<file path="src/rtl/stack_cpu_pkg.sv">
// Shared encodings for the stack CPU: opcodes, control states and the HALT word.
package stack_cpu_pkg;

   typedef enum logic [3:0] {
      OP_ADD  = 4'd0,
      OP_SUB  = 4'd1,
      OP_AND  = 4'd2,
      OP_OR   = 4'd3,
      OP_XOR  = 4'd4,
      OP_DUP  = 4'd5,
      OP_DROP = 4'd6,
      OP_SWAP = 4'd7,
      OP_BRZ  = 4'd8
   } opcode_e;

   typedef enum logic [1:0] {
      S_FETCH,
      S_EXEC,
      S_HALT,
      S_FAULT
   } state_e;

   // HALT is the all-ones instruction word; users take the low DW+1 bits.
   localparam logic [63:0] HALT_WORD = '1;

endpackage

</file>
<file path="src/rtl/stack_mem.sv">
// Register-file stack with push/pop1/pop2 and in-place replacement when a pop and
// a push land in the same cycle; swap exchanges the two top entries.
module stack_mem
   import stack_cpu_pkg::*;
#(
   parameter int DW    = 8,
   parameter int DEPTH = 16
) (
   input  logic                       clk,
   input  logic                       reset,
   input  logic                       push,
   input  logic                       pop1,
   input  logic                       pop2,
   input  logic                       swap,
   input  logic [DW-1:0]              wdata,
   output logic [DW-1:0]              top,
   output logic [DW-1:0]              second,
   output logic [$clog2(DEPTH+1)-1:0] count
);

   localparam int CW = $clog2(DEPTH+1);
   localparam int AW = $clog2(DEPTH);

   logic [DW-1:0] mem [DEPTH];
   logic [AW-1:0] i_top, i_sec, i_new;

   assign i_top = AW'(count - CW'(1));
   assign i_sec = AW'(count - CW'(2));
   assign i_new = AW'(count);

   // Empty slots read as zero so the visible top-of-stack is clean.
   assign top    = (count != '0)       ? mem[i_top] : '0;
   assign second = (count >= CW'(2))   ? mem[i_sec] : '0;

   always_ff @(posedge clk or negedge reset) begin
      if (!reset) begin
         count <= '0;
      end else if (pop2) begin
         count <= count - (push ? CW'(1) : CW'(2));
      end else if (pop1) begin
         count <= push ? count : count - CW'(1);
      end else if (push) begin
         count <= count + CW'(1);
      end
   end

   always_ff @(posedge clk) begin
      if (swap) begin
         mem[i_top] <= second;
         mem[i_sec] <= top;
      end else if (push) begin
         if (pop2)      mem[i_sec] <= wdata;
         else if (pop1) mem[i_top] <= wdata;
         else           mem[i_new] <= wdata;
      end
   end

endmodule

</file>
<file path="src/rtl/stack_cpu.sv">
// Two-phase (fetch, execute) stack machine; ALU and decode are combinational and
// only PC, instruction, state and the stack hold state.
module stack_cpu
   import stack_cpu_pkg::*;
#(
   parameter int DW    = 8,
   parameter int DEPTH = 16,
   parameter int PCW   = 8
) (
   input  logic                       clk,
   input  logic                       reset,
   output logic                       imem_req,
   output logic [PCW-1:0]             imem_addr,
   input  logic                       imem_ack,
   input  logic [DW:0]                imem_data,
   output logic                       done,
   output logic                       fault,
   output logic [DW-1:0]              tos,
   output logic [$clog2(DEPTH+1)-1:0] depth
);

   localparam int CW = $clog2(DEPTH+1);

   state_e          state;
   logic [PCW-1:0]  pc, pc_next;
   logic [DW:0]     instr;
   logic [DW-1:0]   top, second, wdata, alu;
   logic [CW-1:0]   count;
   opcode_e         op;
   logic            is_push, is_halt, has1, has2, full, run;
   logic            push, pop1, pop2, swap, err;

   assign is_push = !instr[DW];
   assign is_halt = (instr == HALT_WORD[DW:0]);
   assign op      = opcode_e'(instr[3:0]);
   assign has1    = (count != '0);
   assign has2    = (count >= CW'(2));
   assign full    = (count == CW'(DEPTH));

   always_comb begin
      case (op)
         OP_SUB:  alu = second - top;
         OP_AND:  alu = second & top;
         OP_OR:   alu = second | top;
         OP_XOR:  alu = second ^ top;
         default: alu = second + top;
      endcase
   end

   // Raw stack intent and error for the latched instruction; gated by 'run' below.
   always_comb begin
      push    = 1'b0;
      pop1    = 1'b0;
      pop2    = 1'b0;
      swap    = 1'b0;
      err     = 1'b0;
      wdata   = instr[DW-1:0];
      pc_next = pc + PCW'(1);
      if (is_push) begin
         push = 1'b1;
         err  = full;
      end else if (!is_halt) begin
         case (op)
            OP_ADD, OP_SUB, OP_AND, OP_OR, OP_XOR: begin
               push  = 1'b1;
               pop2  = 1'b1;
               wdata = alu;
               err   = !has2;
            end
            OP_DUP: begin
               push  = 1'b1;
               wdata = top;
               err   = full || !has1;
            end
            OP_DROP: begin
               pop1 = 1'b1;
               err  = !has1;
            end
            OP_SWAP: begin
               swap = 1'b1;
               err  = !has2;
            end
            OP_BRZ: begin
               pop2 = 1'b1;
               err  = !has2;
               if (second == '0) pc_next = top[PCW-1:0];
            end
            default: ;
         endcase
      end
   end

   assign run = (state == S_EXEC) && !err && !is_halt;

   stack_mem #(
      .DW    (DW),
      .DEPTH (DEPTH)
   ) u_stack (
      .clk    (clk),
      .reset  (reset),
      .push   (push && run),
      .pop1   (pop1 && run),
      .pop2   (pop2 && run),
      .swap   (swap && run),
      .wdata  (wdata),
      .top    (top),
      .second (second),
      .count  (count)
   );

   always_ff @(posedge clk or negedge reset) begin
      if (!reset) begin
         state <= S_FETCH;
         pc    <= '0;
         instr <= '0;
      end else begin
         case (state)
            S_FETCH: begin
               if (imem_ack) begin
                  instr <= imem_data;
                  state <= S_EXEC;
               end
            end
            S_EXEC: begin
               if (is_halt) begin
                  state <= S_HALT;
               end else if (err) begin
                  state <= S_FAULT;
               end else begin
                  pc    <= pc_next;
                  state <= S_FETCH;
               end
            end
            default: ;
         endcase
      end
   end

   // Request is masked by reset so nothing is fetched while held in reset.
   assign imem_req  = reset && (state == S_FETCH);
   assign imem_addr = pc;
   assign done      = (state == S_HALT) || (state == S_FAULT);
   assign fault     = (state == S_FAULT);
   assign tos       = top;
   assign depth     = count;

endmodule

</file>
<file path="config.mk">
export PLATFORM = sky130hd
export DESIGN_NAME = stack_cpu
export DESIGN_NICKNAME = d
export VERILOG_FILES = /design/src/rtl/stack_cpu_pkg.sv /design/src/rtl/stack_mem.sv /design/src/rtl/stack_cpu.sv
export SDC_FILE = /design/constraint.sdc
export NUM_CORES = 1
export LEC_CHECK = 0
export ABC_AREA = 1
export CAP_MARGIN = 10
export CORE_ASPECT_RATIO = 0.8
export CORE_UTILIZATION = 45
export DETAILED_ROUTE_END_ITERATION = 12
export PLACE_DENSITY = 0.7
export REMOVE_ABC_BUFFERS = 1
export SYNTH_ARGS = -nofsm -noshare
export SYNTH_HDL_FRONTEND = slang
export SYNTH_SLANG_ARGS = --single-unit
</file>
<file path="constraint.sdc">
create_clock -name clk -period 6.45 [get_ports clk]
set_input_delay 0.9675 -clock clk [delete_from_list [all_inputs] [get_ports clk]]
set_output_delay 0.9675 -clock clk [all_outputs]
set_load 0.01 [all_outputs]
</file>
Word level (Yosys, flattened, before mapping). Memories as Yosys holds them, arrays and structs flattened. Index checks and enable logic that the tools add are counted.

Register bits: 24. Memory bits (writable): 128. Input port bits: 12. Output and inout bits: 24. Memories kept: 1.

Memory list: u_stack.mem (words 16, bits a word 8, read ports 2, clocked after Yosys merged registers in 0, write ports 2, line stack_mem.sv:24) `logic [DW-1:0] mem [DEPTH];`.

Add/sub/neg operators: 7. $lt $le $gt $ge: 1. Equal/unequal tests: 15. Muxes and demuxes: 54. Bitwise gates (word level): 7. Reduce and logical (&&, ||, !) cells: 28.

Operators with widths (number): two-way mux 8 bit (10); case mux 8 bit (4 select lines) (1); two-way mux 1 bit (31); two-way mux 5 bit (4); equality test 4 x 3 -> 1 bit (second input constant) (4); case mux 8 bit (2 select lines) (1); OR reduction 6 bit (2); equality test 9 bit (second input constant) (1); adder 8 x 1 -> 8 bit (second input constant) (1); adder 8 bit (1); bitwise AND 8 bit (1); equality test 4 x 2 -> 1 bit (second input constant) (2); logical NOT 8 bit (1); two-way mux 2 bit (4); bitwise OR 8 bit (1); OR reduction 8 bit (1); subtractor 8 bit (1); XOR 8 bit (1); logical AND 1 bit (7); OR reduction 7 bit (1); AND reduction 2 bit (3); adder 5 x 1 -> 5 bit (second input constant) (1); equality test 5 bit (second input constant) (1); greater-or-equal comparator 5 x 2 -> 1 bit (second input constant) (1); 23 further kinds (30).

Longest topological paths before layout. Gate-level depths: netlist of the first run.

Depth in word-level cells: 17. Depth in mapped cells: 36. Depth with buffers taken out: 30.

Modules after synthesis. A second synthesis of the first run with hierarchy kept.

Cell total of the unflattened synthesis: 1845. Area, all modules: 12366.9 µm².

Modules (own cells, without submodules): stack_mem (instances 1, cells each 1465, area each 9945.8 µm², seq. area each 3968.8 µm²); stack_cpu (instances 1, cells each 380, area each 2421.1 µm², seq. area each 475.5 µm²).

Least setup slack after synthesis of the first run. No wires, ideal clock.

Path kind: flip-flop to flip-flop. Start: reg u_stack.count[1]. End: mem u_stack.mem[0][5], data pin. Setup time: 252 ps. Arrival time: 4736 ps. Data required time: 6198 ps. Setup slack: 1461 ps. Stages on the path, launching flop included: 32. Clock period less this slack: 4989 ps. Cells stage by stage: dfrtp_1 -> buf_2 -> inv_1 -> buf_2 -> buf_2 -> ha_1 -> buf_4 -> clkbuf_1 -> nand3_1 -> nand2_1 -> a21oi_1 -> nor2_1 -> nor2_2 -> inv_1 -> ha_1 -> nor2_1 -> xnor2_1 -> inv_1 -> ha_1 -> nand2_1 -> o21ai_0 -> a21oi_1 -> o21ai_0 -> xor2_1 -> nand2_1 -> nand3_1 -> o211ai_1 -> nand2_1 -> o21ai_4 -> buf_4 -> nand2_1 -> nand2_1.

RTL lines: from (decl) (line stack_mem.sv:18) `output logic [$clog2(DEPTH+1)-1:0] count`; from (signal assigned) (line stack_mem.sv:39) `count <= count - (push ? CW'(1) : CW'(2));`; from (signal assigned) (line stack_mem.sv:41) `count <= push ? count : count - CW'(1);`; from (signal assigned) (line stack_mem.sv:43) `count <= count + CW'(1);`; to (decl) (line stack_mem.sv:24).

==> summary by stage, run 1 <==
Detailed routing
The final routed wire length divided by cell count is 20.09 um. The vias after detailed routing is 11,390. The pre-antenna-repair detailed-routing pass consisted of 8 iterations. The count of nets left with antenna violations once routing finished came out at 0. In the routed design, unresolved DRC markers number 0.

The detailed router finished its first iteration with 1,570 violations. Using the TritonRoute via totals, the vias-per-cell ratio works out to 5.749. For this block, the routed nets add up to 39,810 um of wire.

STA
At the pin with the least slew margin, the transition time is 1.145 ns. The final count of pins violating max slew is 0. The final-report hold violation count is 0. Derived from the worst setup path, the maximum achievable clock frequency is 182.6 MHz. The clock period minus final worst setup slack is 5.475 ns. The worst clock skew on the final layout is 0.01328 ns. The final setup violation count is 0.

Setup repair after global routing left no endpoint under its margin. The final worst-path setup slack is 0.9748 ns. The headroom to the max-slew limit is 0.2285. Of the available clock period, the critical path in the final layout requires 0.8489.

Job
The number of max-cap violations is 0.

Hold path
The cell depth of the worst min-delay path is 2. The start point of the worst hold path is imem_addr[7]. The path class of the tightest hold or removal check is flip-flop to flip-flop. For hold timing, the worst endpoint is imem_addr[7].

Clock tree
The clock passes through at most 2 buffers. The insertion delay to the later sink of the worst-skew pair is 0.44 ns. The number of clock sinks seen by CTS is 152.

Clock-pin slew was measured on the worst setup and hold paths at 0.07 ns. After clock tree synthesis, the repair step resized 0 gates. The count of H-tree levels built during CTS is 4.

TritonCTS built the clock tree. The clock root buffer is sky130_fd_sc_hd__clkbuf_16. For this design, the CTS-stage hold fixing added 0 buffers. TritonCTS created 17 clock buffers. The setup fix buffers added after clock tree synthesis is 0.

Floorplanning
The die is 146.9 um tall. In this run the standard cell core region covers 0.02550 mm2. The I/O pin total is 36.

The horizontal extent of the die is 183.1 um. The starting utilization of the core area is 0.4630. The die area is 0.02690 mm2. Row generation in the floorplan step produced 52 rows.

Synthesis
The number of flops mapped to enable cells by yosys is 128. The synthesized flop and latch total is 152. Synthesis instantiated 52 different standard cells from the library. Summing every instance area after synthesis gives 0.01181 mm2. In the synthesized netlist the dominant register cell turns out to be sky130_fd_sc_hd__edfxtp_1. The average cell area after synthesis is 7.294 um2. The share of the Yosys chip area taken by registers is 0.3764. The warning count from the yosys run is 0. For this run, asynchronously set or reset flops after synthesis account for 0.1579. The post-synthesis cell count is 1,619.

Placement
The congestion estimate from routability-driven global placement came to 0.9838. In this run the tool buffered the top-level ports with 35 buffer cells. The HPWL after detailed placement is 27,300 um. Prior to clock tree synthesis, the placed netlist has a worst setup slack of 1.149 ns.

Setup path
The worst register-to-register path has a setup slack of 0.97 ns. The maximum single-stage delay on the critical path is 0.68 ns. The startpoint of the worst register-to-register path is u_stack.count[0]. The critical-path cell with the highest stage delay is sky130_fd_sc_hd__dfrtp_4.

The required time of the critical path is 6.63 ns. The critical path class is flip-flop to flip-flop. STA classifies the critical path startpoint as a flip-flop. By instance count, the cell type seen most on the critical path is sky130_fd_sc_hd__nand2_1. The depth of the worst register-to-register path is 28. The kind of end point of the critical path is a flip-flop. In this run the critical register-to-register path is captured at u_stack.mem[10][5].

Along the worst path, the maximum fanout reaches 37. The worst path arrival time is 5.66 ns.

Global routing
The pin count of the biggest net entering global routing is 126. The number of global-route vias before repair is 10,210. The total congestion overflow after global routing is 0. The global-route wire length before repair is 60,920 um.

The initial antenna violation count is 0. The total global routing track utilization is 0.3019.

Status
The run finished with clean final reports.

Layout
Compared with the post-synthesis result, the final layout area differs by 8.434%. The share of layout cells above drive strength 1 is 0.09571. The number of inserted diodes is 0. At the end of the flow, the number of nets in the layout was 1,666.
cell usage in the layout (no fill, tap or decap), types with 6 or more instances in the layout:
cell type and instances:
sky130_fd_sc_hd__ha_1 35, sky130_fd_sc_hd__dfrtp_1 23, sky130_fd_sc_hd__o211ai_1 12, sky130_fd_sc_hd__o21ai_4 12
sky130_fd_sc_hd__nor2_1 89, sky130_fd_sc_hd__nor2_4 19, sky130_fd_sc_hd__inv_1 103, sky130_fd_sc_hd__nand2_4 8
sky130_fd_sc_hd__o21ai_1 21, sky130_fd_sc_hd__nand3_2 6, sky130_fd_sc_hd__clkdlybuf4s50_1 35, sky130_fd_sc_hd__o21ai_0 86
sky130_fd_sc_hd__edfxtp_1 128, sky130_fd_sc_hd__buf_4 13, sky130_fd_sc_hd__o22ai_1 22, sky130_fd_sc_hd__nand2_2 13
sky130_fd_sc_hd__nand2_1 664, sky130_fd_sc_hd__xor2_1 11, sky130_fd_sc_hd__a21oi_1 37, sky130_fd_sc_hd__nand3_1 169
sky130_fd_sc_hd__nor2_2 6, sky130_fd_sc_hd__clkbuf_16 17, sky130_fd_sc_hd__nand4_1 10, sky130_fd_sc_hd__inv_2 22
worst max-delay path by stage:
stage,from,end,slack [ns]
detailed placement,u_stack.count[0],u_stack.mem[7][7],1.15
global route,u_stack.count[0],u_stack.mem[15][6],0.57
finish,u_stack.count[0],u_stack.mem[10][5],0.97
floorplan,u_stack.count[0],u_stack.mem[0][5],-2.23
global placement,u_stack.count[0],u_stack.mem[7][7],1.26
CTS,u_stack.count[0],u_stack.mem[10][5],1.10
synth_stat cells (15+ instances only):
cell type                  count  area share
sky130_fd_sc_hd__nand3_1     169       0.072
sky130_fd_sc_hd__clkbuf_1     15      0.0048
sky130_fd_sc_hd__nor2_4       19       0.018
sky130_fd_sc_hd__nand2_1     664        0.21
sky130_fd_sc_hd__o22ai_1      22       0.012
sky130_fd_sc_hd__a21oi_1      37       0.016
sky130_fd_sc_hd__buf_2        22      0.0093
sky130_fd_sc_hd__o21ai_0      86       0.036
sky130_fd_sc_hd__nor2_1       89       0.028
sky130_fd_sc_hd__inv_1       103       0.033
sky130_fd_sc_hd__edfxtp_1    128        0.33
sky130_fd_sc_hd__o21ai_1      21      0.0089
sky130_fd_sc_hd__buf_6        17       0.016
sky130_fd_sc_hd__inv_2        23      0.0073
sky130_fd_sc_hd__dfrtp_1      24       0.051
sky130_fd_sc_hd__ha_1         35       0.037
area by class of cell:
| type | instances | area (um2) |
|---|---|---|
| well taps | 351 | 439.2 |
| clock inverters | 14 | 147.6 |
| clock buffers | 18 | 429.2 |
| multi-input cells | 1264 | 6352 |
| fillers | 2475 | 12700 |
| flip-flops and latches | 152 | 4448 |
| inverters | 131 | 508.0 |
| repair buffers | 51 | 480.5 |
worst max-delay path: cells and delay by family, from the launching register on:
kind	cells	cell delay, ns
AND/OR/NAND/NOR	12	1.17
adder cells (fa/ha/maj)	3	0.87
XOR/XNOR	2	0.39
buffers and inverters	6	1.05
flip-flops	1	0.68
AO/OA/AOI/OAI	5	1.04
routing by layer:
layer,share of wire,GRT usage
met5,0,0
met4,0.031,0.1058
met3,0.11,0.06247
met2,0.42,0.4375
met1,0.43,0.4439
state kept, by name, indices dropped and copies added, names as in the netlist:
| name | flops |
|---|---|
| imem_addr | 8 |
| instr | 9 |
| state | 2 |
| u_stack.count | 5 |
| u_stack.mem | 128 |
logic make-up after synthesis:
kind of cell	Yosys count	synth area share
buffers and inverters	203	0.08572
xor gates and xnor gates	16	0.01409
and+or+nand+nor	999	0.3699
muxes	4	0.003814
DFF	152	0.3764
adders and majority gates	37	0.04047
AOI/OAI and AO/OA	208	0.1097
metrics by stage:
step | std cells | TNS [ns] | util | hold slack (ns) | area, um2
global placement | 1947 | 0 | 0.4790 | 0.5288 | 12220
detailed placement | 1947 | 0 | 0.4790 | 0.5284 | 12220
finish | 1981 | 0 | 0.5021 | 0.5391 | 12800
global route | 1981 | 0 | 0.5021 | 0.5602 | 12800
floorplan | 1547 | -267.84 | - | 0.5026 | 11300
CTS | 1979 | 0 | 0.5016 | 0.5451 | 12790
Power of run 1 is not shown: default switching activity piles up to over one toggle a cycle in this logic, so the estimate is an artifact.
==> inputs of run 2 (changes only) <==
- PLACE_DENSITY: 0.7 -> 0.73
- clock period: 6.45 -> 4.4 ns (I/O delays scaled with it)
==> run 2 against run 1 <==
Worst hold slack gained 0.011 ns. Via count grew 8.0%. Critical path type unchanged. Non-clock buffer count grew 108. Critical path depth shrank 3. Wire length grew 12%. Maximum frequency grew 27%.
==> summary by stage, run 2 (same netlist as run 1, synthesis figures left out) <==
Global routing
The total global routing track utilization is 0.3236 (+0.02168). The global-route wire length before repair is 64,690 um (+6.2%). The initial antenna violation count is 0 (unchanged).

The total congestion overflow after global routing is 0 (unchanged). The pin count of the biggest net entering global routing is 77 (-39%). The met1 routing resource usage after global routing is 0.4621 (+0.01821). After global routing, the most crowded layer is met1. The number of global-route vias before repair is 10,980 (+7.6%). The met3 routing resource usage after global routing is 0.08974 (+0.02727). The met2 usage is 0.4612 (+0.02376).

Placement
The count of input and output buffers is 35 (unchanged). The post-detailed-placement cell area is 0.01301 mm2 (+6.5%). The placer's final routability congestion estimate was 1.017 (+3.3%). The HPWL after detailed placement is 29,350 um (+7.5%).

STA
The final-report hold violation count came to 0 (unchanged). The final count of pins violating max slew is 0 (unchanged). The transition time of the tightest slew-check pin is 1.196 ns (+0.05066 ns). The clock period minus final worst setup slack is 4.313 ns (-1.163 ns).

The maximum clock frequency came to 231.9 MHz (+27%). The final setup violation count is 0 (unchanged). The headroom to the max-slew limit is 0.2027 (-0.02570). The share of the cycle needed by the critical path after routing is 0.9802 (+0.1313). The worst clock skew on the final layout is 0.01291 ns (-0.0003727 ns).

Clock tree
The TritonCTS clock tree is yes. The total CTS buffers is 17 (unchanged). The CTS clock-pin slew for the worst setup and hold paths is 0.07 ns (about the same). The clock root buffer is sky130_fd_sc_hd__clkbuf_16. The number of clock sinks seen by CTS is 152 (unchanged).

The maximum number of buffers from clock root to sink is 2 (unchanged). The count of H-tree levels built during CTS was 4 (unchanged). The insertion delay to the later sink of the worst-skew pair is 0.45 ns (about the same).

Detailed routing
The final routed DRC violation total was 0 (unchanged). The initial detailed-routing violation count came to 1,830 (+17%). The number of vias per cell was 5.877 (+2.2%). The vias after detailed routing is 12,300 (+8.0%).

The remaining number of nets flagged by the antenna check after routing is 0 (unchanged). The aggregate routed wire length is 44,520 um (+12%). The final routed wire length divided by cell count came to 21.27 um (+5.9%).

The count of TritonRoute iterations in the first routing pass was 6 (-2).

Setup path
STA classifies the critical path startpoint as a flip-flop. The required time of the critical path is 4.60 ns (-2.03 ns). STA classifies the critical path endpoint as a flip-flop. The critical path class is flip-flop to flip-flop.

The worst register-to-register path begins at u_stack.count[0]. The most critical setup path has its startpoint at u_stack.count[0]. The maximum fanout count along the critical path is 18 (-51%). The worst path arrival time came to 4.52 ns (-1.14 ns).

Floorplanning
The starting utilization of the core area came to 0.4630 (unchanged). The horizontal extent of the die is 183.1 um (unchanged). The area of the core region is 0.02550 mm2 (unchanged).

The total number of placement rows is 52 (unchanged). The height of the chip is 146.9 um (unchanged). The die area came to 0.02690 mm2 (unchanged). The I/O pin total is 36 (unchanged).

Layout
The top cell types in the final layout, fill and taps aside, are 652 x sky130_fd_sc_hd__nand2_1, 146 x sky130_fd_sc_hd__nand3_1, 128 x sky130_fd_sc_hd__edfxtp_1. The number of inserted diodes is 0 (unchanged). u_stack.mem holds more flip-flops than any other register. From synthesis to final layout, the design area changed by 22.77%. The share of layout cells above drive strength 1 is 0.1940 (+0.09832).

The total non-filler cell area in the finished layout came to 0.01450 mm2 (+13%). The number of nets in the finished design came to 1,778 (+6.7%). The number of flip-flops in the largest register is 128 (unchanged). Leaving out fill and tap cells, the most frequent cell in the layout is sky130_fd_sc_hd__nand2_1. The filler cell count is 2,339 (-5.5%).

Job
The number of max-cap violations is 0 (unchanged).

Hold path
In this run the most critical hold path is launched from imem_addr[7]. The class of the most critical hold timing path is flip-flop to flip-flop.

Status
The run finished with clean final reports.
==> run 2: path summary, 6_finish.rpt <==
| path | cells after the start | to | slack, ns |
|---|---|---|---|
| max | 25 | u_stack.mem[13][7] | 0.09 |
| min in group asynchronous | 2 | imem_addr[6] | 0.57 |
| min | 2 | imem_addr[7] | 0.55 |
| max in group asynchronous | 2 | u_stack.count[0] | 3.55 |
| max reg2reg | 25 | u_stack.mem[13][7] | 0.09 |
| min reg2reg | 2 | imem_addr[7] | 0.55 |
==> run 2: timing repair <==
| item | in CTS | in global routing |
|---|---|---|
| cloned | 5 | 5 |
| resized for setup | 37 | 102 |
| hold buffers | 0 | 0 |
| setup endpoints to repair | 50 | 84 |
| pin swaps | 5 | 43 |
| setup buffers | 3 | 15 |
==> run 2: metrics by stage <==
step	TNS, ns	worst slack (ns)	cells	utilization	hold slack, ns
after floorplan	-830.33	-4.281	1547	-	0.3644
final	0	0.08732	2093	0.5684	0.5496
after global placement	-2.205	-0.09725	2033	0.5102	0.5336
after CTS	-0.03655	-0.03655	2073	0.5406	0.5540
after global routing	-0.7834	-0.05410	2093	0.5684	0.5611
after detailed placement	-4.387	-0.1566	2033	0.5102	0.5378
==> run 2: layout make-up <==
cell class                      count  area, um2  area share
Clock inverter                     13      106.4    0.007336
Clock buffer                       19      432.9     0.02986
Tap cell                          351      439.2     0.03029
Sequential cell                   152       4448      0.3068
Timing Repair Buffer              159       1665      0.1149
Inverter                          131      526.8     0.03633
Multi-Input combinational cell   1268       6879      0.4745
==> run 2: metal layers <==
metal	routed length (um)	vias to the layer above
li1	-	5567
met1	17920	5717
met2	18710	873
met3	6032	143
met4	1858	0
met5	0	-
==> run 2: worst max-delay path: stages (launching register included) <==
cell and delay [ns]:
sky130_fd_sc_hd__dfrtp_4 0.50, sky130_fd_sc_hd__inv_4 0.10, sky130_fd_sc_hd__ha_4 0.24, sky130_fd_sc_hd__buf_12 0.17
sky130_fd_sc_hd__a21oi_1 0.24, sky130_fd_sc_hd__a21oi_2 0.13, sky130_fd_sc_hd__nor2_4 0.15, sky130_fd_sc_hd__nor2_4 0.07
sky130_fd_sc_hd__inv_4 0.07, sky130_fd_sc_hd__ha_4 0.15, sky130_fd_sc_hd__nand2_4 0.06, sky130_fd_sc_hd__o31ai_4 0.22
sky130_fd_sc_hd__xor2_1 0.17, sky130_fd_sc_hd__ha_1 0.30, sky130_fd_sc_hd__a21oi_2 0.19, sky130_fd_sc_hd__o31ai_4 0.09
sky130_fd_sc_hd__a21oi_2 0.14, sky130_fd_sc_hd__nand3_1 0.10, sky130_fd_sc_hd__nand2_2 0.08, sky130_fd_sc_hd__inv_1 0.04
sky130_fd_sc_hd__nand2_1 0.07, sky130_fd_sc_hd__nand3_2 0.11, sky130_fd_sc_hd__nand2_4 0.16, sky130_fd_sc_hd__nand3_4 0.24
sky130_fd_sc_hd__nand3_2 0.19, sky130_fd_sc_hd__nand2_2 0.06
Power of run 2 is left out for the same reason.
==> inputs of run 3 (changes only) <==
- CTS_BUF_LIST: not set -> sky130_fd_sc_hd__clkbuf_8
==> run 3 against run 2 <==
Cell count hardly changed. Die area stayed put. Sequential share of layout area is 0.60 points higher. Non-clock buffer count is 1 lower. Critical path depth is 3 higher. Global-route usage is 0.32 points lower. Core utilization is 1.1 points lower. Critical path type unchanged. Critical endpoint is now u_stack.mem[11][7]. Wire length is 0.50% lower. Sequential cell count stayed put. First-iteration DRC count is 3.1% lower. Worst setup slack better by 0.057 ns. Maximum frequency is 1.3% higher.
==> summary by stage, run 3 (same netlist as run 1, synthesis figures left out) <==
Status
The run finished with clean final reports.

Setup path
The most critical setup path has its startpoint at u_stack.count[0]. The largest individual stage delay along the critical path comes from the cell sky130_fd_sc_hd__dfrtp_4. In this design, the critical path's most frequently occurring cell is sky130_fd_sc_hd__nand3_2.

STA classifies the critical path endpoint as a flip-flop. The maximum fanout count along the critical path is 8 (-10). The startpoint of the worst register-to-register path is u_stack.count[0]. The worst path arrival time came to 4.49 ns (-0.03 ns). On the critical path the largest part of the delay comes from simple AND/OR/NAND/NOR gates. The startpoint type of the worst setup path is a flip-flop. The critical path class is flip-flop to flip-flop. The maximum single-stage delay on the critical path came to 0.44 ns (-0.06 ns). The buffer and inverter count on the worst path came to 6 (+2). The required time of the critical path was 4.64 ns (+0.04 ns).

Clock tree
The CTS clock-pin slew for the worst setup and hold paths is 0.10 ns (+0.03 ns). The total CTS buffers came to 17 (unchanged). The insertion delay to the later sink of the worst-skew pair is 0.49 ns (+0.04 ns). CTS placed an instance of sky130_fd_sc_hd__clkbuf_8 at the clock tree root. The TritonCTS clock tree is yes. The count of H-tree levels built during CTS came to 4 (unchanged). The number of buffers added to fix hold violations after cts came to 0 (unchanged). The number of clock sinks seen by CTS is 152 (unchanged). The maximum number of buffers from clock root to sink is 2 (unchanged).

Global routing
The initial antenna violation count came to 0 (unchanged). The total congestion overflow after global routing is 0 (unchanged). The global-route wire length before repair came to 64,140 um (-0.85%).

The number of global-route vias before repair came to 10,890 (-0.87%). The pin count of the biggest net entering global routing is 77 (unchanged). The total global routing track utilization is 0.3204 (-0.003224).

Floorplanning
The I/O pin total is 36 (unchanged). The total number of placement rows is 52 (unchanged). The starting utilization of the core area was 0.4630 (unchanged). The die area is 0.02690 mm2 (unchanged). The area of the core region is 0.02550 mm2 (unchanged). The height of the chip is 146.9 um (unchanged). The horizontal extent of the die is 183.1 um (unchanged).

STA
The share of the cycle needed by the critical path after routing was 0.9673 (-0.01288). The maximum clock frequency is 235.0 MHz (+1.3%). The transition time of the tightest slew-check pin came to 1.195 ns (-0.0008340 ns). The final-report hold violation count came to 0 (unchanged). The worst hold margin is 0.5281 ns (-0.02150 ns). The final count of pins violating max slew is 0 (unchanged).

The headroom to the max-slew limit is 0.2033 (+0.0005560). The worst clock skew on the final layout was 0.01785 ns (+0.004944 ns). The clock period minus final worst setup slack is 4.256 ns (-0.05669 ns).

The final setup TNS came to 0 ns (unchanged). The final setup violation count is 0 (unchanged).

Job
The number of max-cap violations was 0 (unchanged).

Detailed routing
The initial detailed-routing violation count is 1,774 (-3.1%). The aggregate routed wire length is 44,300 um (-0.50%). The number of vias per cell came to 5.898 (+0.36%). The count of TritonRoute iterations in the first routing pass is 8 (+2). The vias after detailed routing is 12,340 (+0.31%). The final routed DRC violation total is 0 (unchanged).

The final routed wire length divided by cell count came to 21.18 um (-0.45%). The remaining number of nets flagged by the antenna check after routing is 0 (unchanged).

Layout
The number of standard cells in the layout, taps in and fillers out is 2,092 (-0.048%). Leaving out fill and tap cells, the most frequent cell in the layout is sky130_fd_sc_hd__nand2_1. The share of layout cells above drive strength 1 is 0.1907 (-0.003335).

The library cells used most frequently in the layout, excluding fill and tap cells, are 654 x sky130_fd_sc_hd__nand2_1, 146 x sky130_fd_sc_hd__nand3_1, 128 x sky130_fd_sc_hd__edfxtp_1. The area growth from synthesis to layout is 20.42%. The register name with the most flops is u_stack.mem. The filler cell count came to 2,384 (+1.9%). The number of flip-flops in the largest register was 128 (unchanged).

The number of nets in the finished design is 1,777 (-0.056%). The number of inserted diodes is 0 (unchanged).

Placement
The HPWL after detailed placement is 29,350 um (unchanged). The cell count after placement is 2,033 (unchanged). The count of input and output buffers was 35 (unchanged). The placer's final routability congestion estimate is 1.017 (unchanged).

Hold path
The path class of the tightest hold or removal check is input port to async pin.
run 3: changes by cell type in the layout (fill, tap and decap cells not counted), sizes merged:
cell and delta:
inv +2, bufbuf +1, buf -1, clkbuf -3
run 3: stage by stage:
step           cell area [um2]  worst slack [ns]    util
2_1_floorplan            11300            -4.281       -
3_3_place_gp             13010          -0.09725  0.5102
3_5_place_dp             13010           -0.1566  0.5102
4_1_cts                  13610          0.003520  0.5338
5_1_grt                  14220          -0.02813  0.5575
6_report                 14220            0.1440  0.5575
run 3: per-layer routing:
| layer | track usage | part of all wire |
|---|---|---|
| met3 | 0.08428 | 0.13 |
| met5 | 0 | 0.0012 |
| met4 | 0.1238 | 0.039 |
| met2 | 0.4542 | 0.42 |
| met1 | 0.4635 | 0.41 |
run 3: final timing paths:
kind	slack [ns]	cells after the start	endpoint
worst min register to register	0.56	2	imem_addr[7]
min in group clk	0.56	2	imem_addr[7]
worst max-delay path	0.14	28	u_stack.mem[11][7]
worst max register to register	0.14	28	u_stack.mem[11][7]
max in group asynchronous	3.58	2	u_stack.count[0]
worst min-delay path	0.53	2	instr[4]
run 3: repair_timing:
action | in CTS | in global routing
hold endpoints to repair | 0 | 0
pin swaps | 8 | 39
buffers inserted | 3 | 15
gates cloned | 4 | 5
gates resized for setup | 41 | 83
setup endpoints to repair | 52 | 89
run 3: area by class of cell:
cell class	instances	area, um2	share of cell area
inverter	131	524.3	0.03687
clock buffer	17	234.0	0.01645
tap	351	439.2	0.03088
clock inverter	15	113.9	0.008007
multi-input combinational	1268	6833	0.4805
timing repair buffer	158	1628	0.1145
sequential	152	4448	0.3128
Power of run 3 is left out for the same reason.
